$ cat src/rtl/vga_scan_gen.sv
// vga_scan_gen: parametrised VGA raster timing generator.
//
// Produces free-running pixel/line counters, sync pulses and blanking for an
// arbitrary resolution and porch set. Counters and the sync/blank delay line
// advance only on clocks where en is high, so the block can run below the
// pixel clock. The delay line keeps hsync/vsync/blank_b aligned with colour
// data coming back from a pixel store with PIPE_DLY cycles of read latency.
//
// Ports:
//   clk          pixel clock
//   reset        asynchronous active-low reset
//   en           pixel advance enable
//   x, y         current horizontal / vertical count (undelayed)
//   active       visible-region flag, undelayed (pixel store read request)
//   hsync        horizontal sync, PIPE_DLY en-stages late
//   vsync        vertical sync, PIPE_DLY en-stages late
//   blank_b      high in visible region, PIPE_DLY en-stages late
//   line_start   en && x==0
//   frame_start  en && x==0 && y==0

module vga_scan_gen #(
    parameter int H_ACTIVE  = 640,
    parameter int H_FP      = 16,
    parameter int H_SYNC    = 96,
    parameter int H_BP      = 48,
    parameter int V_ACTIVE  = 480,
    parameter int V_FP      = 10,
    parameter int V_SYNC    = 2,
    parameter int V_BP      = 33,
    parameter bit HSYNC_POL = 1'b0,
    parameter bit VSYNC_POL = 1'b0,
    parameter int PIPE_DLY  = 2,
    parameter int XW        = 10,
    parameter int YW        = 10
) (
    input  logic          clk,
    input  logic          reset,
    input  logic          en,
    output logic [XW-1:0] x,
    output logic [YW-1:0] y,
    output logic          active,
    output logic          hsync,
    output logic          vsync,
    output logic          blank_b,
    output logic          line_start,
    output logic          frame_start
);

    localparam int H_TOTAL = H_ACTIVE + H_FP + H_SYNC + H_BP;
    localparam int V_TOTAL = V_ACTIVE + V_FP + V_SYNC + V_BP;

    localparam logic [XW-1:0] X_LAST   = XW'(H_TOTAL - 1);
    localparam logic [XW-1:0] X_ACT    = XW'(H_ACTIVE);
    localparam logic [XW-1:0] X_SYNC_S = XW'(H_ACTIVE + H_FP);
    localparam logic [XW-1:0] X_SYNC_E = XW'(H_ACTIVE + H_FP + H_SYNC);
    localparam logic [YW-1:0] Y_LAST   = YW'(V_TOTAL - 1);
    localparam logic [YW-1:0] Y_ACT    = YW'(V_ACTIVE);
    localparam logic [YW-1:0] Y_SYNC_S = YW'(V_ACTIVE + V_FP);
    localparam logic [YW-1:0] Y_SYNC_E = YW'(V_ACTIVE + V_FP + V_SYNC);

    generate
        if (H_ACTIVE == 0 || H_FP == 0 || H_SYNC == 0 || H_BP == 0 ||
            V_ACTIVE == 0 || V_FP == 0 || V_SYNC == 0 || V_BP == 0) begin : g_err_zero
            $error("vga_scan_gen: active, sync and porch widths must all be non-zero");
        end
        if (PIPE_DLY < 0 || PIPE_DLY > 8) begin : g_err_dly
            $error("vga_scan_gen: PIPE_DLY must be in 0..8");
        end
        if (H_TOTAL > (1 << XW) || V_TOTAL > (1 << YW)) begin : g_err_width
            $error("vga_scan_gen: XW/YW too narrow for the line/frame totals");
        end
    endgenerate

    logic hsync_raw;
    logic vsync_raw;

    always_ff @(posedge clk or negedge reset) begin
        if (!reset) begin
            x <= '0;
            y <= '0;
        end else if (en) begin
            if (x == X_LAST) begin
                x <= '0;
                if (y == Y_LAST) begin
                    y <= '0;
                end else begin
                    y <= y + 1'b1;
                end
            end else begin
                x <= x + 1'b1;
            end
        end
    end

    // y only moves on the x wrap, so vsync_raw can only change at x==0.
    assign active      = (x < X_ACT) && (y < Y_ACT);
    assign hsync_raw   = ((x >= X_SYNC_S) && (x < X_SYNC_E)) ? HSYNC_POL : ~HSYNC_POL;
    assign vsync_raw   = ((y >= Y_SYNC_S) && (y < Y_SYNC_E)) ? VSYNC_POL : ~VSYNC_POL;
    assign line_start  = en && (x == '0);
    assign frame_start = en && (x == '0) && (y == '0);

    generate
        if (PIPE_DLY == 0) begin : g_nodly
            assign hsync   = hsync_raw;
            assign vsync   = vsync_raw;
            assign blank_b = active;
        end else begin : g_dly
            logic [PIPE_DLY-1:0] hs_q;
            logic [PIPE_DLY-1:0] vs_q;
            logic [PIPE_DLY-1:0] bl_q;

            // Stages reset to the inactive level so nothing visible leaks out
            // before the line fills the pipe.
            always_ff @(posedge clk or negedge reset) begin
                if (!reset) begin
                    hs_q <= {PIPE_DLY{~HSYNC_POL}};
                    vs_q <= {PIPE_DLY{~VSYNC_POL}};
                    bl_q <= '0;
                end else if (en) begin
                    hs_q[0] <= hsync_raw;
                    vs_q[0] <= vsync_raw;
                    bl_q[0] <= active;
                    for (int i = 1; i < PIPE_DLY; i++) begin
                        hs_q[i] <= hs_q[i-1];
                        vs_q[i] <= vs_q[i-1];
                        bl_q[i] <= bl_q[i-1];
                    end
                end
            end

            assign hsync   = hs_q[PIPE_DLY-1];
            assign vsync   = vs_q[PIPE_DLY-1];
            assign blank_b = bl_q[PIPE_DLY-1];
        end
    endgenerate

endmodule

$ cat config.mk
export PLATFORM = sky130hd
export DESIGN_NAME = vga_scan_gen
export DESIGN_NICKNAME = d
export VERILOG_FILES = /design/src/rtl/vga_scan_gen.sv
export SDC_FILE = /design/constraint.sdc
export NUM_CORES = 1
export LEC_CHECK = 0
export ABC_AREA = 1
export CORE_UTILIZATION = 46
export DETAILED_ROUTE_END_ITERATION = 10
export PLACE_DENSITY = 0.82
export SYNTH_ARGS = -nofsm -noshare
export SYNTH_HDL_FRONTEND = slang
export SYNTH_SLANG_ARGS = --single-unit
$ cat constraint.sdc
create_clock -name clk -period 1.2 [get_ports clk]
set_input_delay 0.18 -clock clk [delete_from_list [all_inputs] [get_ports clk]]
set_output_delay 0.18 -clock clk [all_outputs]
set_load 0.05 [all_outputs]
==> impl_metrics.tcl, run 1 <==
set metrics [dict create \
    cts_hold_buffers 0 \
    synth_top_flop_cell "dfrtp_1" \
    seq_area_frac_synth_pct 42.2 \
    start_util_pct 49.6 \
    yosysUniqueCellTypes 29 \
    die_h_um 60.1 \
    port_buffers 28 \
    muxShareOfSynthArea_pct 0 \
    synthArstFlopShare_pct 100 \
    placed_area_um2 2510 \
    stop_error "[ERROR DPL-0038] Utilization greater than 100%, impossible to legalize" \
    status "stopped before the end" \
    cts-root-buf "clkbuf_4" \
    synth_commonest_cells "nand2_1 (45), inv_1 (27), nor2_1 (25)" \
    yosysMostFrequentCell "nand2_1" \
    clockBufferDepth 2 \
    yosys.area_share.simple_pct 35.7 \
    die_w_um 60.1 \
    grt_max_degree 27 \
    num_rows 20 \
    numPlacedInstances 307 \
    yosysTopAreaCellShare_pct 35.5 \
    yosys.area.top_type "dfrtp_1" \
    synth_fp_nets 207 \
    worstEndpointGrtRepair "frame_start" \
    synth_compound_area_share_pct 6.29 \
    htree_levels 1 \
    synthTopCellsByArea "dfrtp_1 (35%), nand2_1 (11%), dfstp_2 (6.8%)" \
    io_pins 29 \
    lastStage "5_1_grt" \
    avgSynthCellArea_um2 7.76 \
    synthAdderAreaFrac_pct 3.22 \
    synth_top_family_by_area "simple AND/OR/NAND/NOR gates" \
    synth-xor-area-share_pct 3.95 \
    cts.sinks 26 \
    syn_inst 200 \
    hpwl_mm 3.26 \
    synth_seq_cells 26 \
    ys_warn_count 0 \
    worstEndpointType "top-level output" \
    cts_buffers 3 \
    synth_edf_count 0 \
    netlist_area_um2 1550 \
    gp_congestion 0.874 \
]
## through the flow
| stage | setup WS [ns] | TNS, ns |
|---|---|---|
| after CTS | -0.716 | -7.47 |
| after detailed placement | -0.462 | -8.08 |
| after global placement | -0.434 | -6.74 |
| after floorplan | -0.506 | -4.76 |
## repair_timing
item	4_1_cts
resized for setup	57
cloned	1
buffers inserted	16
pin swaps	10
setup endpoints to repair	46
## kinds of logic after synthesis
kind of cell,Yosys count
DFF,26
and+or+nand+nor,110
AOI/OAI and AO/OA,19
adders and majority gates,4
buffers and inverters,34
xor gates and xnor gates,7
==> run 2, diff against run 1 <==
CORE_UTILIZATION = 35   (was 46)
PLACE_DENSITY = default   (was 0.82)
PLACE_DENSITY_LB_ADDON = 0.15   (was default)
clock period = 1.6 ns   (was 1.2 ns; I/O delays follow)
==> impl_metrics.tcl, run 2 <==
set metrics [dict create \
    p_leak_nw 1.12 \
    hp-class "input pin to asynchronous set/reset pin" \
    peakVddDrop_v 0.000997 \
    synth_commonest_cells "nand2_1 (45), inv_1 (27), nor2_1 (25)" \
    path_max_fanout 2 \
    synth_top_family_by_area "simple AND/OR/NAND/NOR gates" \
    synth_top_flop_cell "dfrtp_1" \
    worst_slack_ns -0.260 \
    die_area_um2 4710 \
    synth_seq_cells 26 \
    end_kind "primary output" \
    synthAdderAreaFrac_pct 3.22 \
    wirelength_met1_mm 1.80 \
    tightestPinTransition_ns 0.350 \
    yosysUniqueCellTypes 29 \
    worst-r2r-setup-slack_ns 0.12 \
    synth-xor-area-share_pct 3.95 \
    top_layer "met4" \
    gp_congestion 0.800 \
    rsz0062_at_grt "true" \
    netlist_area_um2 1550 \
    overflow 0 \
    htree_levels 1 \
    r2r_cells 9 \
    clk_pin_slew_worst_paths_ns 0.10 \
    synth_compound_area_share_pct 6.29 \
    pwr-share-seq_pct 29.2 \
    net-switching-power_mw 1.38 \
    fill_cells 394 \
    worstPathArrival_ns 1.62 \
    die_w_um 68.6 \
    synthTopCellsByArea "dfrtp_1 (35%), nand2_1 (11%), dfstp_2 (6.8%)" \
    clkPwrFrac_pct 17.2 \
    io_pins 29 \
    r2r_end "y[7]" \
    yosys.area_share.simple_pct 35.7 \
    cts_hold_buffers 0 \
    clk_latency_ns 0.27 \
    setup_viol 2 \
    seqCellArea_um2 667 \
    yosysTopAreaCellShare_pct 35.5 \
    power_density_nw_per_um2 1370 \
    max_freq_ghz 0.538 \
    final_common_cell "nand2_1" \
    drive_above_1_share_pct 40.9 \
    fin_worst_skew_ns 0.00781 \
    yosysMostFrequentCell "nand2_1" \
    cts_tree "done" \
    cts.sinks 26 \
    p_int_mw 1.80 \
    final_cell_mix "nand2_1 (42), buf_4 (40), nor2_1 (22)" \
    synth_edf_count 0 \
    r2r_start "x[0]" \
    grt_pass1_vias 1319 \
    required_ns 1.36 \
    syn_inst 200 \
    grtUsageTotal_pct 17.6 \
    drt-total-wl_mm 3.60 \
    area_growth_pct 49.3 \
    cts_buffers 3 \
    crit_type "flop to primary output" \
    antenna_left 0 \
    slew_headroom_pct 76.7 \
    muxShareOfSynthArea_pct 0 \
    hold_viol 0 \
    critPathLaunchType "flop" \
    combPwrFrac_pct 53.7 \
    cap_violations 0 \
    avgSynthCellArea_um2 7.76 \
    num_rows 23 \
    antenna_found_initial 0 \
    avgRoutedWirePerCell_um 11.9 \
    clockBufferDepth 2 \
    vias 1407 \
    seq_area_frac_synth_pct 42.2 \
    largestRegisters "x x10, y x10" \
    core_um2 4120 \
    drv_slew 0 \
    status "finished with violations" \
    grt_max_degree 27 \
    p_total_mw 3.18 \
    final_cell_area_um2 2320 \
    yosys.area.top_type "dfrtp_1" \
    port_buffers 28 \
    holdWs_ns 0.331 \
    drt-vias-per-instance 4.63 \
    drc 0 \
    p_sw_share_pct 43.5 \
    ys_warn_count 0 \
    hpwl_mm 2.74 \
    multiInputGateArea_um2 845 \
    antennaDiodeCount 0 \
    finalCriticalPeriod_ns 1.86 \
    drt_iter0_markers 71 \
    wl_met3_um 130 \
    min_period_over_period_pct 116 \
    violations "negative setup slack" \
    placed_area_um2 2160 \
    finalSetupTns_ns -0.464 \
    die_h_um 68.6 \
    start_util_pct 37.7 \
    cts-root-buf "clkbuf_8" \
    drtPass1Iterations 4 \
    synth_fp_nets 207 \
    grt_pass1_wl_mm 6.10 \
    nNetsFinal 262 \
    synthArstFlopShare_pct 100 \
    dr_wl_met2_mm 1.65 \
]
-- run 2: cell counts after synthesis --
No cell type changed its count.
-- run 2: cells by family (layout without fill, tap and decap cells) --
kind of cell             Yosys count  in the layout
buffers and inverters             34             88
AO/OA/AOI/OAI                     19             19
XOR/XNOR                           7              7
flip-flops                        26             26
AND/OR/NAND/NOR                  110            110
adder cells (fa/ha/maj)            4              4
-- run 2: layer usage --
metal	vias to the layer above	global-route usage [%]
li1	741	-
met1	636	25.1
met2	28	27.3
met3	2	3.95
met4	0	3.13
met5	-	0
-- run 2: metrics by stage --
| step | setup WS [ns] | utilization, % | instances |
|---|---|---|---|
| finish | -0.260 | 56.3 | 304 |
| global route | -0.363 | 56.3 | 304 |
| CTS | -0.297 | 54.7 | 301 |
| detailed placement | -0.176 | 52.4 | 295 |
| global placement | -0.159 | 52.4 | 295 |
| floorplan | -0.171 | - | 200 |
-- run 2: power groups by stage --
stage                     logic (mW)  clock network, mW  registers, mW
after CTS                       1.64              0.564          0.916
after detailed placement        1.59                  0          0.923
after global routing            1.82              0.594          0.946
after global placement          1.58                  0          0.917
final                           1.71              0.547          0.928
after floorplan                0.466                  0           1.40
-- run 2: worst max-delay path by stage --
stage          from  slack, ns  cells after the start     endpoint
2_1_floorplan  x[0]      -0.17                      5  frame_start
3_3_place_gp     en      -0.16                      5  frame_start
3_5_place_dp     en      -0.18                      5  frame_start
4_1_cts        x[0]      -0.30                      6  frame_start
5_1_grt        x[0]      -0.36                      6  frame_start
6_report       x[0]      -0.26                      6  frame_start
-- run 2: critical path: stages, from the launching register on --
cell and delay [ns]:
dfrtp_2 0.42, inv_2 0.06, ha_1 0.14, nor3b_2 0.17, nand4_1 0.19, nor3_4 0.20, buf_12 0.16
-- run 2: final cells by class --
| class | count | area share [%] |
|---|---|---|
| Clock buffer | 3 | 1.78 |
| Multi-Input combinational cell | 140 | 36.4 |
| Clock inverter | 1 | 1.30 |
| Sequential cell | 26 | 28.8 |
| Inverter | 30 | 4.86 |
| Tap cell | 50 | 2.70 |
| Timing Repair Buffer | 54 | 24.2 |
-- run 2: repair_timing --
| item | 4_1_cts | 5_1_grt |
|---|---|---|
| endpoints found under the hold margin | 0 | 0 |
| endpoints found under the setup margin | 3 | 17 |
| gates resized for setup | 4 | 15 |
| pin swaps | 3 | 7 |
| buffers inserted | 3 | 3 |
(Power assumes the default switching activity.)
